[config.mk]
export PLATFORM = sky130hd
export DESIGN_NAME = osc_phase_accum
export DESIGN_NICKNAME = d
export VERILOG_FILES = /design/src/rtl/osc_phase_accum.sv
export SDC_FILE = /design/constraint.sdc
export NUM_CORES = 2
export LEC_CHECK = 0
export BUFFER_PORTS_ARGS = -buffer_cell sky130_fd_sc_hd__buf_4
export CAP_MARGIN = 20
export CORE_ASPECT_RATIO = 1.4
export CORE_UTILIZATION = 40
export DETAILED_ROUTE_END_ITERATION = 7
export PLACE_DENSITY = 0.67
export SYNTH_ARGS = -nofsm -noshare
export SYNTH_HDL_FRONTEND = slang
export SYNTH_SLANG_ARGS = --single-unit
[constraint.sdc]
create_clock -name sCLK_XVXOSC -period 7.85 [get_ports sCLK_XVXOSC]
set_clock_uncertainty 0.05 [all_clocks]
set_input_delay 1.1775 -clock sCLK_XVXOSC [delete_from_list [all_inputs] [get_ports sCLK_XVXOSC]]
set_output_delay 1.1775 -clock sCLK_XVXOSC [all_outputs]
set_load 0.02 [all_outputs]
[src/rtl/osc_phase_accum.sv]
// osc_phase_accum
//    Per-slot phase accumulator bank. A time-multiplexed slot index {vx, ox, sub}
//    and a 24-bit phase increment arrive every clock. On each sub-step-0 clock the
//    addressed slot's 32-bit phase is updated, with key-sync resets (armed by
//    key_on) and hard sync to oscillator 0 of the same voice taking precedence
//    over the plain add.
//
// Ports
//    sCLK_XVXOSC    in   1                    clock
//    reset_data_N   in   1                    synchronous active-low reset
//    xxxx           in   V_WIDTH+E_WIDTH      slot index {vx, ox, sub}
//    osc_pitch_val  in   24                   phase increment for {vx, ox}
//    key_on         in   1                    key-sync request pulse
//    key_on_voice   in   V_WIDTH              voice receiving key_on
//    keysync_en     in   1                    global key-sync enable
//    sync_en        in   V_OSC                per-oscillator hard-sync enable (bit 0 unused)
//    phase_out      out  32                   updated phase of the tagged slot
//    phase_slot     out  V_WIDTH+O_WIDTH      {vx, ox} of phase_out
//    phase_valid    out  1                    strobe qualifying phase_out/phase_slot/wrap
//    wrap           out  1                    carry-out of the producing update
module osc_phase_accum #(
   parameter int VOICES   = 8,
   parameter int V_OSC    = 4,
   parameter int V_WIDTH  = 3,
   parameter int O_WIDTH  = 2,
   parameter int OE_WIDTH = 1,
   parameter int E_WIDTH  = O_WIDTH + OE_WIDTH
) (
   input  logic                         sCLK_XVXOSC,
   input  logic                         reset_data_N,
   input  logic [V_WIDTH+E_WIDTH-1:0]   xxxx,
   input  logic [23:0]                  osc_pitch_val,
   input  logic                         key_on,
   input  logic [V_WIDTH-1:0]           key_on_voice,
   input  logic                         keysync_en,
   input  logic [V_OSC-1:0]             sync_en,
   output logic [31:0]                  phase_out,
   output logic [V_WIDTH+O_WIDTH-1:0]   phase_slot,
   output logic                         phase_valid,
   output logic                         wrap
);

   localparam int SLOTS = VOICES * V_OSC;
   localparam int SW    = V_WIDTH + O_WIDTH;

   logic [31:0]         phase_r [SLOTS];
   logic [SLOTS-1:0]    pend_r;
   logic [VOICES-1:0]   wrap0_r;

   logic [V_WIDTH-1:0]  vx_s;
   logic [O_WIDTH-1:0]  ox_s;
   logic [OE_WIDTH-1:0] sub_s;
   logic [SW-1:0]       slot_s;
   logic                upd_s;
   logic                key_set_s;
   logic [32:0]         sum_s;
   logic [31:0]         new_phase_s;
   logic                new_wrap_s;
   logic [SLOTS-1:0]    pend_nxt_s;

   // Slot index field decode.
   always_comb begin
      vx_s      = xxxx[V_WIDTH+E_WIDTH-1 -: V_WIDTH];
      ox_s      = xxxx[E_WIDTH-1 -: O_WIDTH];
      sub_s     = xxxx[OE_WIDTH-1:0];
      slot_s    = {vx_s, ox_s};
      upd_s     = (sub_s == {OE_WIDTH{1'b0}});
      key_set_s = key_on & keysync_en;
   end

   // New phase for the addressed slot: key-sync reset, then hard sync, then add.
   always_comb begin
      sum_s = {1'b0, phase_r[slot_s]} + {9'd0, osc_pitch_val};
      if (pend_r[slot_s]) begin
         new_phase_s = 32'd0;
         new_wrap_s  = 1'b0;
      end else if ((ox_s != {O_WIDTH{1'b0}}) && sync_en[ox_s] && wrap0_r[vx_s]) begin
         new_phase_s = 32'd0;
         new_wrap_s  = 1'b0;
      end else begin
         new_phase_s = sum_s[31:0];
         new_wrap_s  = sum_s[32];
      end
   end

   // Pending key-sync bits: a key_on set beats the clear from a same-clock update.
   always_comb begin
      pend_nxt_s = pend_r;
      for (int s = 0; s < SLOTS; s++) begin
         if (key_set_s && (key_on_voice == V_WIDTH'(s / V_OSC))) begin
            pend_nxt_s[s] = 1'b1;
         end else if (upd_s && (slot_s == SW'(s))) begin
            pend_nxt_s[s] = 1'b0;
         end else begin
            pend_nxt_s[s] = pend_r[s];
         end
      end
   end

   // Phase storage, pending bits and oscillator-0 wrap history.
   always_ff @(posedge sCLK_XVXOSC) begin
      if (!reset_data_N) begin
         for (int s = 0; s < SLOTS; s++) begin
            phase_r[s] <= 32'd0;
         end
         pend_r  <= {SLOTS{1'b0}};
         wrap0_r <= {VOICES{1'b0}};
      end else begin
         pend_r <= pend_nxt_s;
         if (upd_s) begin
            phase_r[slot_s] <= new_phase_s;
            if (ox_s == {O_WIDTH{1'b0}}) begin
               wrap0_r[vx_s] <= new_wrap_s;
            end
         end
      end
   end

   // Registered outputs; data outputs hold between visits, valid strobes once per visit.
   always_ff @(posedge sCLK_XVXOSC) begin
      if (!reset_data_N) begin
         phase_out   <= 32'd0;
         phase_slot  <= {SW{1'b0}};
         wrap        <= 1'b0;
         phase_valid <= 1'b0;
      end else begin
         phase_valid <= upd_s;
         if (upd_s) begin
            phase_out  <= new_phase_s;
            phase_slot <= slot_s;
            wrap       <= new_wrap_s;
         end
      end
   end

endmodule
==> summary.md <==
| Metric | Value |
|---|---|
| Synth Instances | 3395 |
| Post-route fraction of the period consumed by the critical path | 81.7% |
| Highest layer used for signal routing | met4 |
| Post-Synthesis Mean Instance Area | 14.4 um^2 |
| Number of nets in the layout | 3504 |
| Die X | 297 um |
| Die Height | 415 um |
| Total wirelength of the detailed-routed design | 143000 um |
| Fillcell total | 10514 |
| Largest fanout of any net on the critical path | 50 |
| Routed wire length on met2 | 69100 um |
| CTS tree | yes |
| DP Worst Slack | 0.846 ns |
| Inserted Clock Buffers | 100 |
| Std-Cell Core Area | 121000 um^2 |
| First-pass GRT wire length | 206000 um |
| Number of unique standard cell types used by synthesis | 62 |
| Total vias in the final route | 29761 |
| Biggest area consumer among synthesized cells | sky130_fd_sc_hd__edfxtp_1 |
| FMAX | 0.156 GHz |
| Syn Nets | 3461 |
| Hold Crit Depth | 2 |
| Number of search-and-repair iterations in the first detailed-routing pass | 5 |
| Max-cap violation count | 0 |
| Cell area after technology mapping | 48800 um^2 |
| Clock latency of the later-clocked register in the worst-skew pair | 0.72 ns |
| Most used cells in the layout excluding fill and tap cells | sky130_fd_sc_hd__nor2_1, sky130_fd_sc_hd__edfxtp_1, sky130_fd_sc_hd__mux4_2, sky130_fd_sc_hd__buf_4, sky130_fd_sc_hd__nand2_1 |
| Detail-routed net length per standard cell | 27.8 um |
| Clock slew at the register clock pins of the worst setup and hold paths | 0.07 ns |
| Global route total overflow | 0 |
| Sum Neg Setup Slack | 0 ns |
| TritonCTS Sinks | 1103 |
| Kind of critical path | input pin to register |
| Met1 Wirelength | 52500 um |
| Area of the die | 123000 um^2 |
| Met3 layer wire length in the routed design | 13400 um |
| Number of max-slew violations in the final report | 0 |
| Area of the multi-input gates | 15300 um^2 |
| Run status | finished, final reports clean |
| Number of remaining DRC errors | 0 |
| Layout Cells excl Fill | 5125 |
| Number of synthesized flops with an enable pin | 1024 |
| Routability cong. | 0.850 |
| Number of primary I/O pins | 80 |
| Leakage power summed over all cells | 19.6 nW |
| Most common cell after layout, fill and taps aside | sky130_fd_sc_hd__nor2_1 |
| Worst rel slew slack | 25.6% |
| Count of input and output buffers | 78 |
| Register-to-Register Path Depth | 14 |
| Number of setup buffers added after CTS | 0 |
| Post-layout min period | 6.42 ns |
| Post-cts sizing count | 0 |
| Half-perimeter wire length of the detailed placement result | 84000 um |
| Final hold slack | 0.396 ns |
| Category of the worst setup path capture point | register |
| Area added between synthesis and finish | 12.5% |
| Fraction of final layout cells sized beyond drive strength 1 | 21.9% |
| Setup-violating endpoint count in the final report | 0 |
| Top flip-flop cell by instance count after synthesis | sky130_fd_sc_hd__edfxtp_1 |
| Deepest level of the CTS H-tree | 3 |
| GR Util All Layers | 23.2% |
| Site Rows | 151 |
| Number of instances in the placed design | 4942 |
| Vias in the first global route | 30479 |
| Sequential standard cell area | 32300 um^2 |
| Worst hold path type | register to register |
| Final Total Pwr | 13.5 mW |
| Number of storage elements in the synthesis netlist | 1103 |
| Top-area cell type share of the netlist area | 63.0% |
| Max rail drop VDD | 0.000242 V |
| Worst path arrival time | 6.98 ns |
| Yosys warning total | 0 |
| Hold violation count in the final report | 0 |
| Cell at the root of the clock tree | sky130_fd_sc_hd__clkbuf_16 |
| Count of hold buffers inserted by post-cts repair | 0 |
| Setup slack after layout | 1.43 ns |
| Slew of the pin with the lowest slew margin | 1.12 ns |
| Violation count after the first detailed-routing iteration | 3685 |
| Power per cell area | 246 nW/um^2 |
| Required time at the worst-slack endpoint | 8.42 ns |
| Top area cells in the synthesized netlist | sky130_fd_sc_hd__edfxtp_1, sky130_fd_sc_hd__mux4_2, sky130_fd_sc_hd__nor2_1 |
| Post-route antenna net violation count | 0 |
| Kind of start point of the critical path | input pin |
| Initial cell density of the core | 40.3% |
| Buffers from clock root to sink, at most | 3 |
| Pin count of the biggest net entering global routing | 65 |
| RSZ-0062 raised after global routing | no |
| Asr flop ratio synth | 0% |
| Number of antenna violations at the first check in global routing | 4 |
| Seq/Total Area, Yosys | 66.2% |
| Via/cell ratio | 5.81 |
stage by stage:
stage	utilization [%]	cell area, um^2
finish	45.4	54900
global route	45.4	54900
CTS	45.4	54900
detailed placement	42.7	51700
global placement	42.7	51700
floorplan	-	48800
cell type report:
cell class	instances	area share [%]
sequential	1103	58.9
clock inverter	58	0.932
inverter	43	0.298
clock buffer	124	4.88
tap	1606	3.66
multi-input combinational	1966	27.9
antenna	1	0.00456
timing repair buffer	224	3.42
final timing paths:
check | startpoint | to | slack, ns
worst min register to register | pend_r[28] | pend_r[28] | 0.40
worst min-delay path | pend_r[28] | pend_r[28] | 0.40
worst max register to register | phase_r[15][16] | phase_out[24] | 2.47
worst max-delay path | xxxx[1] | phase_out[24] | 1.43
routing by layer:
metal | GRT usage, % | up-vias
met3 | 3.80 | 332
li1 | - | 12509
met1 | 29.3 | 15217
met4 | 12.4 | 0
met5 | 0 | -
met2 | 38.1 | 1703
flip-flops by register name, indices dropped and copies added, names as in the netlist:
name,cells
wrap0_r,8
phase_valid,1
phase_out,32
phase_slot,5
phase_r,1024
wrap,1
pend_r,32
cells by family after synthesis:
family | count (synthesis) | synth area share, %
compound gates | 203 | 2.45
xor+xnor | 26 | 0.528
fa+ha+maj | 25 | 0.656
buf+inv | 326 | 3.16
flops | 1103 | 66.2
mux | 378 | 15.7
simple gates | 1334 | 11.3
cells in the mapped netlist, types with 8 or more instances:
library cell	n
sky130_fd_sc_hd__a21o_1	16
sky130_fd_sc_hd__a21oi_1	29
sky130_fd_sc_hd__and2_1	34
sky130_fd_sc_hd__and3_1	8
sky130_fd_sc_hd__buf_1	10
sky130_fd_sc_hd__buf_2	90
sky130_fd_sc_hd__buf_4	14
sky130_fd_sc_hd__buf_6	15
sky130_fd_sc_hd__clkbuf_1	151
sky130_fd_sc_hd__dfxtp_1	79
sky130_fd_sc_hd__edfxtp_1	1024
sky130_fd_sc_hd__ha_1	24
sky130_fd_sc_hd__inv_1	41
sky130_fd_sc_hd__mux2_2	25
sky130_fd_sc_hd__mux2i_1	46
sky130_fd_sc_hd__mux4_2	306
sky130_fd_sc_hd__nand2_1	135
sky130_fd_sc_hd__nand2b_1	10
sky130_fd_sc_hd__nand3_1	18
sky130_fd_sc_hd__nand3_2	29
sky130_fd_sc_hd__nand4_1	8
sky130_fd_sc_hd__nor2_1	1046
sky130_fd_sc_hd__nor2b_1	14
sky130_fd_sc_hd__nor3_1	9
sky130_fd_sc_hd__o21a_1	12
sky130_fd_sc_hd__o21ai_0	98
sky130_fd_sc_hd__o22ai_1	8
sky130_fd_sc_hd__xnor2_1	11
sky130_fd_sc_hd__xor2_1	11
where the power goes:
| part | switching (mW) | internal [mW] |
|---|---|---|
| registers | 0.0702 | 6.64 |
| logic | 1.37 | 0.566 |
| clock network | 2.16 | 2.68 |
| total | 3.60 | 9.89 |
critical path, stage by stage:
cell	delay, ns
sky130_fd_sc_hd__buf_8	0.49
sky130_fd_sc_hd__buf_12	0.32
sky130_fd_sc_hd__mux4_2	0.53
sky130_fd_sc_hd__mux4_2	0.57
sky130_fd_sc_hd__mux2_2	0.34
sky130_fd_sc_hd__ha_1	0.47
sky130_fd_sc_hd__nand2_1	0.10
sky130_fd_sc_hd__o21ai_1	0.30
sky130_fd_sc_hd__nand2b_1	0.16
sky130_fd_sc_hd__a31oi_1	0.11
sky130_fd_sc_hd__a211oi_1	0.67
sky130_fd_sc_hd__nor2_1	0.16
sky130_fd_sc_hd__xnor2_2	0.81
sky130_fd_sc_hd__buf_4	0.38
sky130_fd_sc_hd__o31ai_1	0.09
sky130_fd_sc_hd__and2_1	0.18
No activity file was read; power rests on OpenSTA's default activity.
